[src/rtl/vga_timing_pkg.sv]
// 640x480 raster constants and monitor state encoding for the VGA timing monitor.
`timescale 1ns/1ps
package vga_timing_pkg;
  localparam int VGA_H_ACTIVE = 640;
  localparam int VGA_H_SYNC   = 96;
  localparam int VGA_H_BP     = 48;
  localparam int VGA_H_TOTAL  = 800;
  localparam int VGA_V_ACTIVE = 480;
  localparam int VGA_V_SYNC   = 2;
  localparam int VGA_V_BP     = 33;
  localparam int VGA_V_TOTAL  = 525;
  localparam int VGA_LOCK_FRAMES = 2;

  typedef enum logic [1:0] {
    SEARCH,
    TRACK,
    LOCKED
  } mon_state_t;
endpackage

[src/rtl/vga_timing_monitor_sync_meter.sv]
// One sync axis: edge strobes, saturating period counter and low-width counter.
`timescale 1ns/1ps
module vga_sync_meter #(
  parameter int CW    = 10,
  parameter int LW    = 7,
  parameter int TOTAL = 800,
  parameter int WIDTH = 96
) (
  input  logic          clk25,
  input  logic          reset_n,
  input  logic          sync,
  input  logic          count_en,
  output logic [CW-1:0] cnt,
  output logic          fall,
  output logic          rise,
  output logic          period_ok,
  output logic          width_ok
);
  logic          sync_q;
  logic [LW-1:0] low;

  assign fall      = sync_q & ~sync;
  assign rise      = ~sync_q & sync;
  assign period_ok = (cnt == CW'(TOTAL - 1));
  assign width_ok  = (low == LW'(WIDTH));

  // low restarts at the falling edge so it includes that first low sample
  always_ff @(posedge clk25 or negedge reset_n) begin
    if (!reset_n) begin
      sync_q <= 1'b1;
      cnt    <= '0;
      low    <= '0;
    end else begin
      sync_q <= sync;
      if (fall)
        cnt <= '0;
      else if (count_en && cnt != '1)
        cnt <= cnt + 1'b1;
      if (fall)
        low <= LW'(count_en);
      else if (!sync && count_en && low != '1)
        low <= low + 1'b1;
    end
  end
endmodule

[src/rtl/vga_timing_monitor.sv]
// Passive VGA stream checker: timing lock, coordinate recovery, probe capture.
// Probe capture is built only when VGA_MON_PROBE_EN is defined.
`timescale 1ns/1ps
module vga_timing_monitor
  import vga_timing_pkg::*;
#(
  parameter int H_ACTIVE    = VGA_H_ACTIVE,
  parameter int H_SYNC      = VGA_H_SYNC,
  parameter int H_BP        = VGA_H_BP,
  parameter int H_TOTAL     = VGA_H_TOTAL,
  parameter int V_ACTIVE    = VGA_V_ACTIVE,
  parameter int V_SYNC      = VGA_V_SYNC,
  parameter int V_BP        = VGA_V_BP,
  parameter int V_TOTAL     = VGA_V_TOTAL,
  parameter int LOCK_FRAMES = VGA_LOCK_FRAMES
) (
  input  logic        clk25,
  input  logic        reset_n,
  input  logic        hsync,
  input  logic        vsync,
  input  logic [2:0]  rgb,
  input  logic [9:0]  probe_x,
  input  logic [9:0]  probe_y,
  output logic [9:0]  rx_x,
  output logic [9:0]  rx_y,
  output logic        rx_active,
  output logic        locked,
  output logic        err_hline,
  output logic        err_vframe,
  output logic        err_sticky,
  output logic [15:0] frame_count,
  output logic [2:0]  probe_rgb,
  output logic        probe_valid
);
  localparam logic [9:0] H_LO = 10'(H_SYNC + H_BP);
  localparam logic [9:0] H_HI = 10'(H_SYNC + H_BP + H_ACTIVE - 1);
  localparam logic [9:0] V_LO = 10'(V_SYNC + V_BP);
  localparam logic [9:0] V_HI = 10'(V_SYNC + V_BP + V_ACTIVE - 1);
  localparam logic [7:0] LOCK_N = 8'(LOCK_FRAMES);

  logic [9:0] h_cnt, v_cnt, cur_x, cur_y;
  logic       hs_fall, hs_rise, h_period_ok, h_width_ok;
  logic       vs_fall, vs_rise, v_period_ok, v_width_ok;
  logic       err_h, err_v, err_any, act;
  logic [7:0] good;
  mon_state_t state;

  vga_sync_meter #(
    .CW(10), .LW(7), .TOTAL(H_TOTAL), .WIDTH(H_SYNC)
  ) u_hmeter (
    .clk25(clk25), .reset_n(reset_n),
    .sync(hsync), .count_en(1'b1),
    .cnt(h_cnt), .fall(hs_fall), .rise(hs_rise),
    .period_ok(h_period_ok), .width_ok(h_width_ok)
  );

  vga_sync_meter #(
    .CW(10), .LW(7), .TOTAL(V_TOTAL), .WIDTH(V_SYNC)
  ) u_vmeter (
    .clk25(clk25), .reset_n(reset_n),
    .sync(vsync), .count_en(hs_fall),
    .cnt(v_cnt), .fall(vs_fall), .rise(vs_rise),
    .period_ok(v_period_ok), .width_ok(v_width_ok)
  );

  assign err_h   = (hs_fall & ~h_period_ok) | (hs_rise & ~h_width_ok);
  assign err_v   = (vs_fall & ~v_period_ok) | (vs_rise & ~v_width_ok);
  assign err_any = err_h | err_v;
  assign act     = (h_cnt >= H_LO) && (h_cnt <= H_HI) &&
                   (v_cnt >= V_LO) && (v_cnt <= V_HI);
  assign cur_x   = h_cnt - H_LO;
  assign cur_y   = v_cnt - V_LO;
  assign locked  = (state == LOCKED);

  always_ff @(posedge clk25 or negedge reset_n) begin
    if (!reset_n) begin
      rx_active <= 1'b0;
      rx_x      <= '0;
      rx_y      <= '0;
    end else begin
      rx_active <= act;
      rx_x      <= act ? cur_x : '0;
      rx_y      <= act ? cur_y : '0;
    end
  end

  // errors in SEARCH are reported but cannot hold off the first frame edge
  always_ff @(posedge clk25 or negedge reset_n) begin
    if (!reset_n) begin
      state       <= SEARCH;
      good        <= '0;
      err_hline   <= 1'b0;
      err_vframe  <= 1'b0;
      err_sticky  <= 1'b0;
      frame_count <= '0;
    end else begin
      err_hline  <= err_h;
      err_vframe <= err_v;
      unique case (state)
        SEARCH: begin
          if (vs_fall) begin
            state <= TRACK;
            good  <= '0;
          end
        end
        TRACK: begin
          if (err_any) begin
            state <= SEARCH;
          end else if (vs_fall) begin
            good <= good + 8'd1;
            if (good + 8'd1 >= LOCK_N)
              state <= LOCKED;
          end
        end
        LOCKED: begin
          if (err_any) begin
            state      <= SEARCH;
            err_sticky <= 1'b1;
          end else if (vs_fall) begin
            frame_count <= frame_count + 16'd1;
          end
        end
        default: state <= SEARCH;
      endcase
    end
  end

`ifdef VGA_MON_PROBE_EN
  logic [9:0] px_q, py_q;

  always_ff @(posedge clk25 or negedge reset_n) begin
    if (!reset_n) begin
      px_q        <= '0;
      py_q        <= '0;
      probe_rgb   <= '0;
      probe_valid <= 1'b0;
    end else begin
      probe_valid <= 1'b0;
      if (vs_fall) begin
        px_q <= probe_x;
        py_q <= probe_y;
      end
      if (locked && act && cur_x == px_q && cur_y == py_q) begin
        probe_rgb   <= rgb;
        probe_valid <= 1'b1;
      end
    end
  end
`else
  logic probe_unused;
  assign probe_unused = ^{probe_x, probe_y, rgb};
  assign probe_rgb    = 3'b000;
  assign probe_valid  = 1'b0;
`endif
endmodule

[config.mk]
export PLATFORM = sky130hd
export DESIGN_NAME = vga_timing_monitor
export DESIGN_NICKNAME = d
export VERILOG_FILES = /design/src/rtl/vga_timing_pkg.sv /design/src/rtl/vga_timing_monitor_sync_meter.sv /design/src/rtl/vga_timing_monitor.sv
export SDC_FILE = /design/constraint.sdc
export NUM_CORES = 1
export LEC_CHECK = 0
export CORE_UTILIZATION = 25
export CTS_CLUSTER_DIAMETER = 150
export CTS_CLUSTER_SIZE = 14
export DETAILED_ROUTE_END_ITERATION = 8
export PLACE_DENSITY_LB_ADDON = 0.2
export REMOVE_ABC_BUFFERS = 1
export SYNTH_ARGS = -nofsm -noshare
export SYNTH_HDL_FRONTEND = slang
export SYNTH_HIERARCHICAL = 1
export SYNTH_SLANG_ARGS = --single-unit
[constraint.sdc]
create_clock -name clk25 -period 2.3 [get_ports clk25]
set_input_delay 0.46 -clock clk25 [delete_from_list [all_inputs] [get_ports clk25]]
set_output_delay 0.46 -clock clk25 [all_outputs]
set_load 0.02 [all_outputs]
==> results.md, run 1 <==
* Post-synth EDFFs at 0
* Peak supply drop at 0.000428 V
* Clock Latency Late Sink at 350 ps
* Chip width at 137 µm
* GPL Wtd Cong at 0.773
* Final setup viols at 1
* Crit path max fanout at 6
* Pre-antenna DRT Iters at 6
* First-pass GRT wire length at 17.7 mm
* Root buf cell: clkbuf_16
* Post-synth top flop: dfrtp_1
* Total Power at 4040 µW
* Fill count at 1821
* Distinct cells, synth at 69
* # DRC at 2
* Antenna violations before repair at 0
* Pins over their slew limit at 0
* Dpl hpwl at 7.32 mm
* Fin nets at 605
* Synth area leaders: dfrtp_1, nor2_1, ha_1, xnor2_1, xor2_1
* Register area at 0.00215 mm²
* CORE AREA at 0.0179 mm²
* Starting density of the core at 25.5%
* Hold-fix buffers, CTS at 0
* Unrepaired setup endpoints after global routing: yes
* Post-Syn Instances at 462
* CTS tree: yes
* Hold Violations, Final at 0
* Vias/cell at 4.65
* WHS at 26.5 ps
* Worst slew pin tran at 570 ps
* Synth warnings at 6
* Synth async-reset ratio at 100%
* Synth area leader: dfrtp_1
* Final ANT Viol Nets at 0
* Avg Cell Area, Syn at 9.87 µm²
* Row count at 49
* Final Cycle Share at 100%
* DR WL/cell at 13.3 µm
* Relative slew slack at 61.6%
* Worst Path Required at 2570 ps
* Die area at 0.0188 mm²
* Total grt overflow at 0
* Die Y at 137 µm
* Crit-path max cell delay at 450 ps
* Fin crit period at 2310 ps
* Worst min-delay path class: input pin to async pin
* Clock-pin transition on the worst setup and hold timing paths at 70 ps
* Layout cells sized above 1 at 22.0%
* Critical-path top delay cell: or4b_4
* Critical-path cell list: inv_2 > ha_4 > or4b_4 > nor3_2 > nand2b_4 > o2111a_2 > buf_4 > buf_6 > and3_4 > nand2_1 > a31oi_1
* Bufs on Longest Clock Path at 2
* Area Growth Syn to Fin at 36.2%
* Vias in the first global route at 3629
* Static Leak at 0.00276 µW
* Seq/Total Area, Yosys at 47.3%
* Fin Setup TNS at -5.74 ps
* Placed instance count at 774
* Critical path type: flop to flop
* Bufs and invs on worst path at 3
* Total GRT Usage at 12.1%
* Diode count at 0
* H-tree Lvls at 3
* Final setup skew at 7.55 ps
* Top Ports at 72
* Worst setup EP type: flop
* Highest clock rate at 0.434 GHz
* Top-area cell type share of the netlist area at 46.1%
* Num CTS Buffers at 9
* Failing checks: design-rule violations, negative setup slack
* Arrival time worst endpoint at 2570 ps
* Status: finished, violations left
* Pre-CTS setup slack at -278 ps
* CP delay by family, top: simple AND/OR/NAND/NOR gates
* Number of port buffers at 44
* Pwr dens at 651 mW/mm²
* Maxcap violations at 0
* Multi-input logic area at 0.00245 mm²
* Yosys reg bits at 86
* Initial DRC Count at 128
* Most frequent cells in the layout: dfrtp_1, nor2_1, buf_4
* Synthesized area at 0.00456 mm²
* Crit path launch type: flop
* Aggregate routed wire length at 10.6 mm
* Most common cell after layout, fill and taps aside: dfrtp_1
* Vias at 3703
* Setup slack after layout at -5.74 ps
* CTS sink count at 86
* Maximum number of pins on one net before global-route repair at 40
* Finished Layout Cells at 797
-- stage by stage --
step	cell area (µm²)	utilization [%]
finish	6210	34.7
global route	6210	34.7
CTS	6070	33.9
detailed placement	5620	31.4
global placement	5620	31.4
floorplan	4470	-
-- registers in the layout, summed over array words and instances, names as in the netlist --
| register | flops |
|---|---|
| err_hline | 1 |
| rx_active | 1 |
| state | 2 |
| u_vmeter/sync_q | 1 |
| err_sticky | 1 |
| u_hmeter/sync_q | 1 |
| rx_y | 10 |
| u_vmeter/low | 7 |
| frame_count | 16 |
| u_hmeter/low | 7 |
| u_vmeter/cnt | 10 |
| good | 8 |
| rx_x | 10 |
| err_vframe | 1 |
| u_hmeter/cnt | 10 |
-- Yosys cell counts (all sizes together) (11+ instances only) --
cell type	count
nor3	22
xnor2	18
nand3	18
nand2	37
inv	20
ha	15
and3	11
xor2	17
dfrtp	84
nor2	67
a21oi	14
buf	11
-- area by class of cell --
class	instances	share of cell area [%]
well taps	229	4.62
multi-input cells	345	39.4
inverters	20	1.21
clock inverters	6	1.77
repair buffers	101	14.6
clock buffers	10	3.69
flip-flops and latches	86	34.7
-- power by group --
group	leakage [µW]	switching, µW	internal (µW)
combinational	0.00142	352	321
clock	0.000159	623	1060
sequential	0.00118	89.5	1590
-- worst register-to-register path, stage by stage (launching register included) --
cell and delay (ps):
dfrtp_1 390, inv_2 80, ha_4 120, or4b_4 450, nor3_2 110, nand2b_4 160, o2111a_2 240, buf_4 130
buf_6 90, and3_4 220, nand2_1 70, a31oi_1 170
-- logic make-up (layout without fill, tap and decap cells) --
group / after synthesis / count (layout) / share of synthesized area (%)
other: 2 / 5 / 0.165
buffers and inverters: 35 / 137 / 3.79
muxes: 8 / 8 / 1.78
DFF: 86 / 86 / 47.3
and+or+nand+nor: 203 / 204 / 23.4
AOI/OAI and AO/OA: 78 / 78 / 12.8
xor gates and xnor gates: 35 / 35 / 6.72
adders and majority gates: 15 / 15 / 4.12
-- per-layer routing --
metal / vias to the layer above / GRT usage, % / part of all wire (%)
li1: 1842 / - / -
met1: 1818 / 15.0 / 47
met2: 34 / 20.1 / 50
met3: 9 / 2.44 / 2.2
met4: 0 / 5.49 / 1.4
met5: - / 0 / 0
-- final timing paths --
kind	cells past startpoint	endpoint	from	slack [ps]
max	11	good[4]	u_vmeter/low[0]	-6
min	1	frame_count[9]	reset_n	30
max reg2reg	11	good[4]	u_vmeter/low[0]	-6
min reg2reg	1	err_sticky	err_sticky	460
max in group asynchronous	2	u_vmeter/sync_q	reset_n	1580
min in group clk25	1	err_sticky	err_sticky	460
-- repair_timing --
action	CTS	global route
gates cloned	0	1
setup buffers	2	5
setup endpoints to repair	26	26
pin swaps	14	11
gates resized for setup	26	17
Power figures use the tool's default switching activity.
==> run 2: changes to the inputs <==
Settings changed: SKIP_CTS_REPAIR_TIMING set to 1.
==> results.md, run 2 (same netlist as run 1, synthesis figures left out) <==
* Status: finished, violations left
* Failing checks: design-rule violations
* # DRC at 2
* Largest register FFs at 16
* Met3 wire length at 225 µm
* Crit path launch type: flop
* Root buf cell: clkbuf_16
* Total grt overflow at 0
* Most frequent cells in the layout: dfrtp_1, nor2_1, buf_4
* GPL Wtd Cong at 0.773
* Antenna violations before repair at 0
* Top Ports at 72
* Highest clock rate at 0.437 GHz
* Area Growth Syn to Fin at 35.7%
* Aggregate routed wire length at 10.5 mm
* Final Cycle Share at 99.5%
* Initial DRC Count at 141
* Die Y at 137 µm
* Final ANT Viol Nets at 0
* Critical path type: flop to flop
* Pwr dens at 649 mW/mm²
* Crit path max fanout at 3
* Final setup viols at 0
* Starting density of the core at 25.5%
* Num CTS Buffers at 9
* Highest Signal Layer: met4
* Chip width at 137 µm
* Total GRT Usage at 11.9%
* H-tree Lvls at 3
* WL met1 at 4.99 mm
* Vias/cell at 4.62
* Relative slew slack at 61.6%
* Static Leak at 0.00272 µW
* Final setup skew at 6.69 ps
* Worst setup EP type: flop
* Pre-CTS setup slack at -278 ps
* Fin nets at 602
* Largest reg by FF count: frame_count
* Vias at 3670
* Pins over their slew limit at 0
* Unrepaired setup endpoints after global routing: yes
* CTS tree: yes
* CORE AREA at 0.0179 mm²
* Most common cell after layout, fill and taps aside: dfrtp_1
* WHS at 26.3 ps
* CTS sink count at 86
* First-pass GRT wire length at 17.4 mm
* Pre-antenna DRT Iters at 6
* Diode count at 0
* Setup slack after layout at 11.5 ps
* Dpl hpwl at 7.32 mm
* Final core utilization at 34.6%
* Maxcap violations at 0
* Fill count at 1818
* Maximum number of pins on one net before global-route repair at 40
* Row count at 49
* Vias in the first global route at 3563
* Bufs on Longest Clock Path at 2
* Worst Path Required at 2540 ps
* Clock Latency Late Sink at 350 ps
* Die area at 0.0188 mm²
* DR WL/cell at 13.2 µm
* Layout cells sized above 1 at 21.8%
* Fin crit period at 2290 ps
* Worst slew pin tran at 571 ps
* Number of port buffers at 44
* Peak supply drop at 0.000429 V
* Hold Violations, Final at 0
* Arrival time worst endpoint at 2530 ps
* Metal2 WL at 5.13 mm
* Clock-pin transition on the worst setup and hold timing paths at 70 ps
* Worst min-delay path class: input pin to async pin
## run 2: cell type report
| type | instances | area [µm²] | share of cell area [%] |
|---|---|---|---|
| sequential | 86 | 2150 | 34.8 |
| timing repair buffer | 99 | 921 | 14.9 |
| clock inverter | 6 | 110 | 1.78 |
| multi-input combinational | 344 | 2410 | 39.0 |
| clock buffer | 10 | 229 | 3.70 |
| inverter | 20 | 75.1 | 1.21 |
| tap | 229 | 287 | 4.63 |
## run 2: worst paths after layout
| path | start | endpoint | slack, ps | cells after the start |
|---|---|---|---|---|
| max | u_vmeter/low[0] | good[7] | 10 | 9 |
| min | reset_n | frame_count[9] | 30 | 1 |
| max reg2reg | u_vmeter/low[0] | good[7] | 10 | 9 |
| min reg2reg | err_sticky | err_sticky | 460 | 1 |
| max in group asynchronous | reset_n | u_vmeter/sync_q | 1580 | 2 |
| min in group clk25 | err_sticky | err_sticky | 460 | 1 |
## run 2: critical path: stages, from the launching register on
cell and delay (ps):
dfrtp_1 390, inv_2 80, ha_4 110, or4b_4 450
nor3_2 160, nand2b_4 150, o2111ai_2 170, a21boi_2 250
a21bo_2 240, a22o_1 170
## run 2: where the power goes
group / switching, µW / internal, µW / total [µW]
Clock: 628 / 1060 / 1690
Sequential: 76.7 / 1590 / 1670
Combinational: 349 / 310 / 658
## run 2: routing by layer
| layer | vias to the layer above | GRT usage, % |
|---|---|---|
| met5 | - | 0 |
| met4 | 0 | 5.49 |
| met3 | 11 | 2.44 |
| met2 | 38 | 19.5 |
| met1 | 1788 | 15.0 |
| li1 | 1833 | - |
## run 2: per-stage QoR
step	TNS, ps	std cells	total power [µW]	area, µm²
6_report	0	794	4020	6190
5_1_grt	-2290	794	4220	6190
4_1_cts	-4720	790	4020	5960
3_5_place_dp	-4350	774	2310	5620
3_3_place_gp	-3800	774	2280	5620
2_1_floorplan	-4320	450	2030	4470
==> run 3: changes to the inputs <==
Settings changed: CORE_UTILIZATION 25 to 35, SKIP_CTS_REPAIR_TIMING 1 to not set.
==> results.md, run 3 (same netlist as run 1, synthesis figures left out) <==
* Critical-path cell list: inv_2 > ha_4 > or4b_4 > nor3_4 > nand2b_4 > buf_4 > o2111ai_2 > a21boi_2 > a21bo_2 > a22o_1
* Row count at 41
* Total grt overflow at 0
* Crit-path max cell delay at 460 ps
* Final Cycle Share at 101%
* Switch share at 26.3%
* Critical-path top delay cell: or4b_4
* Final setup viols at 6
* Clock share of power at 40.2%
* WHS at 30.5 ps
* Vias in the first global route at 3633
* Dpl hpwl at 6.87 mm
* Largest reg by FF count: frame_count
* WL met1 at 4.70 mm
* Fill count at 1170
* Pins over their slew limit at 0
* Pwr dens at 636 mW/mm²
* CP delay by family, top: compound AO/OA/AOI/OAI gates
* Arrival time worst endpoint at 2550 ps
* Total GRT Usage at 15.7%
* Setup slack after layout at -27.3 ps
* Bufs and invs on worst path at 2
* Number of port buffers at 44
* Layout cells sized above 1 at 22.8%
* Relative slew slack at 60.3%
* Stages on worst setup path at 10
* Hold Violations, Final at 0
* Chip width at 116 µm
* Maxcap violations at 0
* Highest clock rate at 0.430 GHz
* Fin nets at 612
* Top Ports at 72
* NetSw at 1030 µW
* Bufs on Longest Clock Path at 2
* Clock-pin transition on the worst setup and hold timing paths at 70 ps
* Worst min-delay path class: input pin to async pin
* Fin crit period at 2330 ps
* Worst Setup SP: u_vmeter/low[0]
* First-pass GRT wire length at 16.6 mm
* Static Leak at 0.00279 µW
* Pre-antenna DRT Iters at 4
* Vias/cell at 5.01
* Register share of total power at 42.7%
* Die Y at 116 µm
* Most frequent cells in the layout: dfrtp_1, nor2_1, buf_4
* Area Growth Syn to Fin at 35.3%
* Maximum number of pins on one net before global-route repair at 43
* Worst Path Required at 2530 ps
* Num CTS Buffers at 9
* Peak supply drop at 0.000296 V
* Final core utilization at 48.7%
* Crit path launch type: flop
* Failing checks: negative setup slack
* Status: finished, violations left
* Root buf cell: clkbuf_16
* Worst r2r src: u_vmeter/low[0]
* Highest Signal Layer: met4
* Aggregate routed wire length at 9.99 mm
* # DRC at 0
* Internal power at 2890 µW
* Final ANT Viol Nets at 0
* Die area at 0.0135 mm²
* H-tree Lvls at 3
* Met3 wire length at 218 µm
* Vias at 3741
* Diode count at 0
* R2R depth at 10
* Starting density of the core at 36.0%
* Most common cell after layout, fill and taps aside: dfrtp_1
* GPL Wtd Cong at 0.793
* Unrepaired setup endpoints after global routing: yes
* Largest register FFs at 16
* CTS sink count at 86
* Worst slew pin tran at 590 ps
* DR WL/cell at 13.4 µm
* Final setup skew at 6.92 ps
* CORE AREA at 0.0127 mm²
* Crit path max fanout at 4
* CTS tree: yes
* Initial DRC Count at 200
* Worst setup EP type: flop
* Combinational power share at 17.1%
* Critical path type: flop to flop
* Antenna violations before repair at 0
* Pre-CTS setup slack at -256 ps
* Clock Latency Late Sink at 340 ps
* Metal2 WL at 4.87 mm
==> run 3: worst paths after layout <==
check / slack, ps / end
worst max-delay path: -30 / good[7]
worst min-delay path: 30 / frame_count[12]
worst max register to register: -30 / good[7]
worst min register to register: 460 / err_sticky
max in group asynchronous: 1620 / u_hmeter/sync_q
min in group clk25: 460 / err_sticky
==> run 3: final cells by class <==
class,count,area [µm²],share of cell area (%)
clock buffer,10,239,3.87
sequential,86,2150,34.9
clock inverter,6,85.1,1.38
tap,172,215,3.49
inverter,20,75.1,1.22
multi-input combinational,344,2430,39.4
timing repair buffer,109,970,15.7
==> run 3: layer usage <==
| layer | vias up | global-route usage, % |
|---|---|---|
| met1 | 1825 | 20.5 |
| met2 | 57 | 25.9 |
| met5 | - | 0 |
| li1 | 1845 | - |
| met4 | 0 | 7.52 |
| met3 | 14 | 2.02 |
==> run 3: metrics by stage <==
| stage | setup TNS [ps] | total power, µW | instances | cell area (µm²) |
|---|---|---|---|---|
| CTS | -54.2 | 3910 | 738 | 5980 |
| floorplan | -4320 | 2030 | 450 | 4470 |
| finish | -93.9 | 3920 | 747 | 6170 |
| detailed placement | -3900 | 2300 | 721 | 5570 |
| global placement | -3190 | 2280 | 721 | 5570 |
| global route | -3260 | 4110 | 747 | 6170 |
==> run 3: power groups by stage <==
| stage | combinational, µW | clock, µW | sequential, µW |
|---|---|---|---|
| 5_1_grt | 756 | 1670 | 1690 |
| 2_1_floorplan | 287 | 0 | 1740 |
| 4_1_cts | 623 | 1620 | 1670 |
| 6_report | 670 | 1580 | 1680 |
| 3_3_place_gp | 591 | 0 | 1690 |
| 3_5_place_dp | 604 | 0 | 1690 |
==> run 3: what timing repair did <==
action                     in CTS  in global routing
pin swaps                       7                 15
hold buffers                    0                  0
resized for setup              16                 23
setup endpoints to repair      26                 24
setup buffers                   1                  9
==> edit (settings of run 1) <==
Add a define of `VGA_MON_PROBE_EN`.
--- a/src/rtl/vga_timing_monitor.sv
+++ b/src/rtl/vga_timing_monitor.sv
@@ -1,6 +1,8 @@
 // Passive VGA stream checker: timing lock, coordinate recovery, probe capture.
 // Probe capture is built only when VGA_MON_PROBE_EN is defined.
 `timescale 1ns/1ps
+`define VGA_MON_PROBE_EN
+
 module vga_timing_monitor
   import vga_timing_pkg::*;
 #(
Behaviour: no difference found for any inputs over 10 cycles, from zero or initial values and one cycle with reset_n low; that may be too few to reach the edited logic, so the function may still have changed.
==> edit against run 1 <==
- the run ends with negative setup slack left
- combinational power grew 59%
- synthesized area grew 29%
- critical path depth grew 3
- cell area grew 39%
- sequential cell count grew 24
- sequential power grew 29%
- worst setup slack lost 0.25 ns
- routed wire length grew 50%
- global-route usage grew 1.8 points
- via count grew 32%
- power grew 20%
- die area grew 28%
- critical path type unchanged
- highest routed layer unchanged
==> edit: results (changes against run 1) <==
.. list-table::
   :header-rows: 1

   * - Metric
     - Value
   * - Status
     - complete, but fails checks (unchanged)
   * - Violations in the final reports
     - negative setup slack (was design-rule violations, negative setup slack)
   * - Arrival time of data at the critical path endpoint
     - 2.85 ns (was 2.57 ns)
   * - Met2 demand-to-capacity share in global routing
     - 21.7% (was 20.1%)
   * - Top cell types by occurrence after synthesis
     - sky130_fd_sc_hd__dfrtp_1, sky130_fd_sc_hd__nor2_1, sky130_fd_sc_hd__xnor2_1, sky130_fd_sc_hd__nand2_1, sky130_fd_sc_hd__mux2_2 (was sky130_fd_sc_hd__dfrtp_1, sky130_fd_sc_hd__nor2_1, sky130_fd_sc_hd__nand2_1, sky130_fd_sc_hd__inv_1)
   * - GR Util met3
     - 2.28% (was 2.44%)
   * - Sequential-to-total area share from yosys stat
     - 47.0% (was 47.3%)
   * - Max VDD drop
     - 0.292 mV (was 0.428 mV)
   * - Port buffer count
     - 71 (was 44)
   * - Count of distinct cell types in the synthesized netlist
     - 75 (was 69)
   * - Global placer's final weighted congestion
     - 0.860 (was 0.773)
   * - Violation count after the first detailed-route iteration
     - 200 (was 128)
   * - Per-cell via count in the routed design
     - 4.61 (was 4.65)
   * - First-pass GRT wire length
     - 26.5 mm (was 17.7 mm)
   * - Filler cell count in the final layout
     - 2272 (was 1821)
   * - Standard cell with the maximum stage delay on the critical path
     - sky130_fd_sc_hd__dfrtp_1 (was sky130_fd_sc_hd__or4b_4)
   * - Switching Power
     - 1.40 mW (was 1.07 mW)
   * - Pin count of the biggest net entering global routing
     - 42 (was 40)
   * - Worst setup skew after layout
     - 0.0132 ns (was 0.00755 ns)
   * - Final setup slack of the worst path
     - -0.256 ns (was -0.00574 ns)
   * - Post-placement setup slack
     - -0.680 ns (was -0.278 ns)
   * - GR Util All Layers
     - 13.9% (was 12.1%)
   * - Finish-stage setup viols
     - 27 (was 1)
   * - Post-detailed-placement cell area
     - 0.00766 sq mm (was 0.00562 sq mm)
   * - Delay of the slowest cell on the worst path
     - 0.39 ns (was 0.45 ns)
   * - Largest fanout on the critical path
     - 5 (was 6)
   * - Endpoint of the most critical register-to-register path
     - frame_count[15] (was good[4])
   * - Static leakage
     - 3.72 nW (was 2.76 nW)
   * - Post-route cell area
     - 0.00861 sq mm (was 0.00621 sq mm)
==> edit: cell types whose count changed after synthesis, sizes merged, moves of 5 or more <==
cell / before / now
xnor2: 18 / 32
clkbuf: 4 / 14
o21ai: 8 / 13
a21oi: 14 / 21
dfrtp: 84 / 108
mux2: 1 / 23
and2: 0 / 5
nor3: 22 / 15
nand2: 37 / 29
==> edit: layout make-up <==
type | instances | area share [%]
flip-flops and latches | 110 | 32.0
clock inverters | 7 | 0.843
repair buffers | 191 | 19.8
well taps | 313 | 4.55
clock buffers | 9 | 2.62
inverters | 20 | 0.872
multi-input cells | 415 | 39.4
==> edit: metrics by stage <==
stage	hold WS, ns	cells
floorplan	0.164	545
global placement	0.451	1032
detailed placement	0.454	1032
CTS	0.0539	1060
global route	0.0796	1065
finish	0.0496	1065
==> edit: worst max-delay path by stage <==
stage,end,slack [ns],cells past startpoint
detailed placement,good[4],-0.68,13
finish,frame_count[15],-0.26,14
CTS,frame_count[15],-0.39,14
global placement,frame_count[15],-0.58,14
floorplan,frame_count[15],-0.68,10
global route,frame_count[15],-0.40,14
==> edit: what timing repair did <==
action / in CTS / in global routing
pin swaps: 26 / 30
setup buffers: 12 / 6
gates resized for setup: 51 / 64
endpoints found under the hold margin: 0 / 0
setup endpoints to repair: 51 / 31
==> edit: power groups by stage <==
stage	clock (mW)	sequential [mW]	combinational [mW]
6_report	1.63	2.16	1.07
4_1_cts	1.68	2.16	1.01
5_1_grt	1.75	2.18	1.18
3_3_place_gp	0	2.19	0.902
3_5_place_dp	0	2.19	0.912
2_1_floorplan	0	2.24	0.401
==> edit: critical path: cells and delay by family (launching register included) <==
kind,cells,cell delay [ns]
AOI/OAI and AO/OA,1,0.12
xor gates and xnor gates,1,0.14
adders and majority gates,1,0.13
buffers and inverters,3,0.38
DFF,1,0.39
and+or+nand+nor,8,1.32
==> edit: cells by family (layout without fill, tap and decap cells) <==
logic type               after synthesis  in the layout  share of synthesized area [%]
XOR/XNOR                              54             54                           8.89
buffers and inverters                 42            227                           3.09
flip-flops                           110            110                           47.0
AND/OR/NAND/NOR                      217            217                           20.1
AO/OA/AOI/OAI                         99             99                           12.3
multiplexers                          29             29                           5.44
adder cells (fa/ha/maj)               15             15                           3.20
other                                  1              1                         0.0639
==> edit: per-layer routing <==
| layer | vias up | wire length [um] |
|---|---|---|
| li1 | 2391 | - |
| met1 | 2399 | 7580 |
| met2 | 94 | 7420 |
| met3 | 21 | 560 |
| met4 | 0 | 316 |
| met5 | - | 0 |
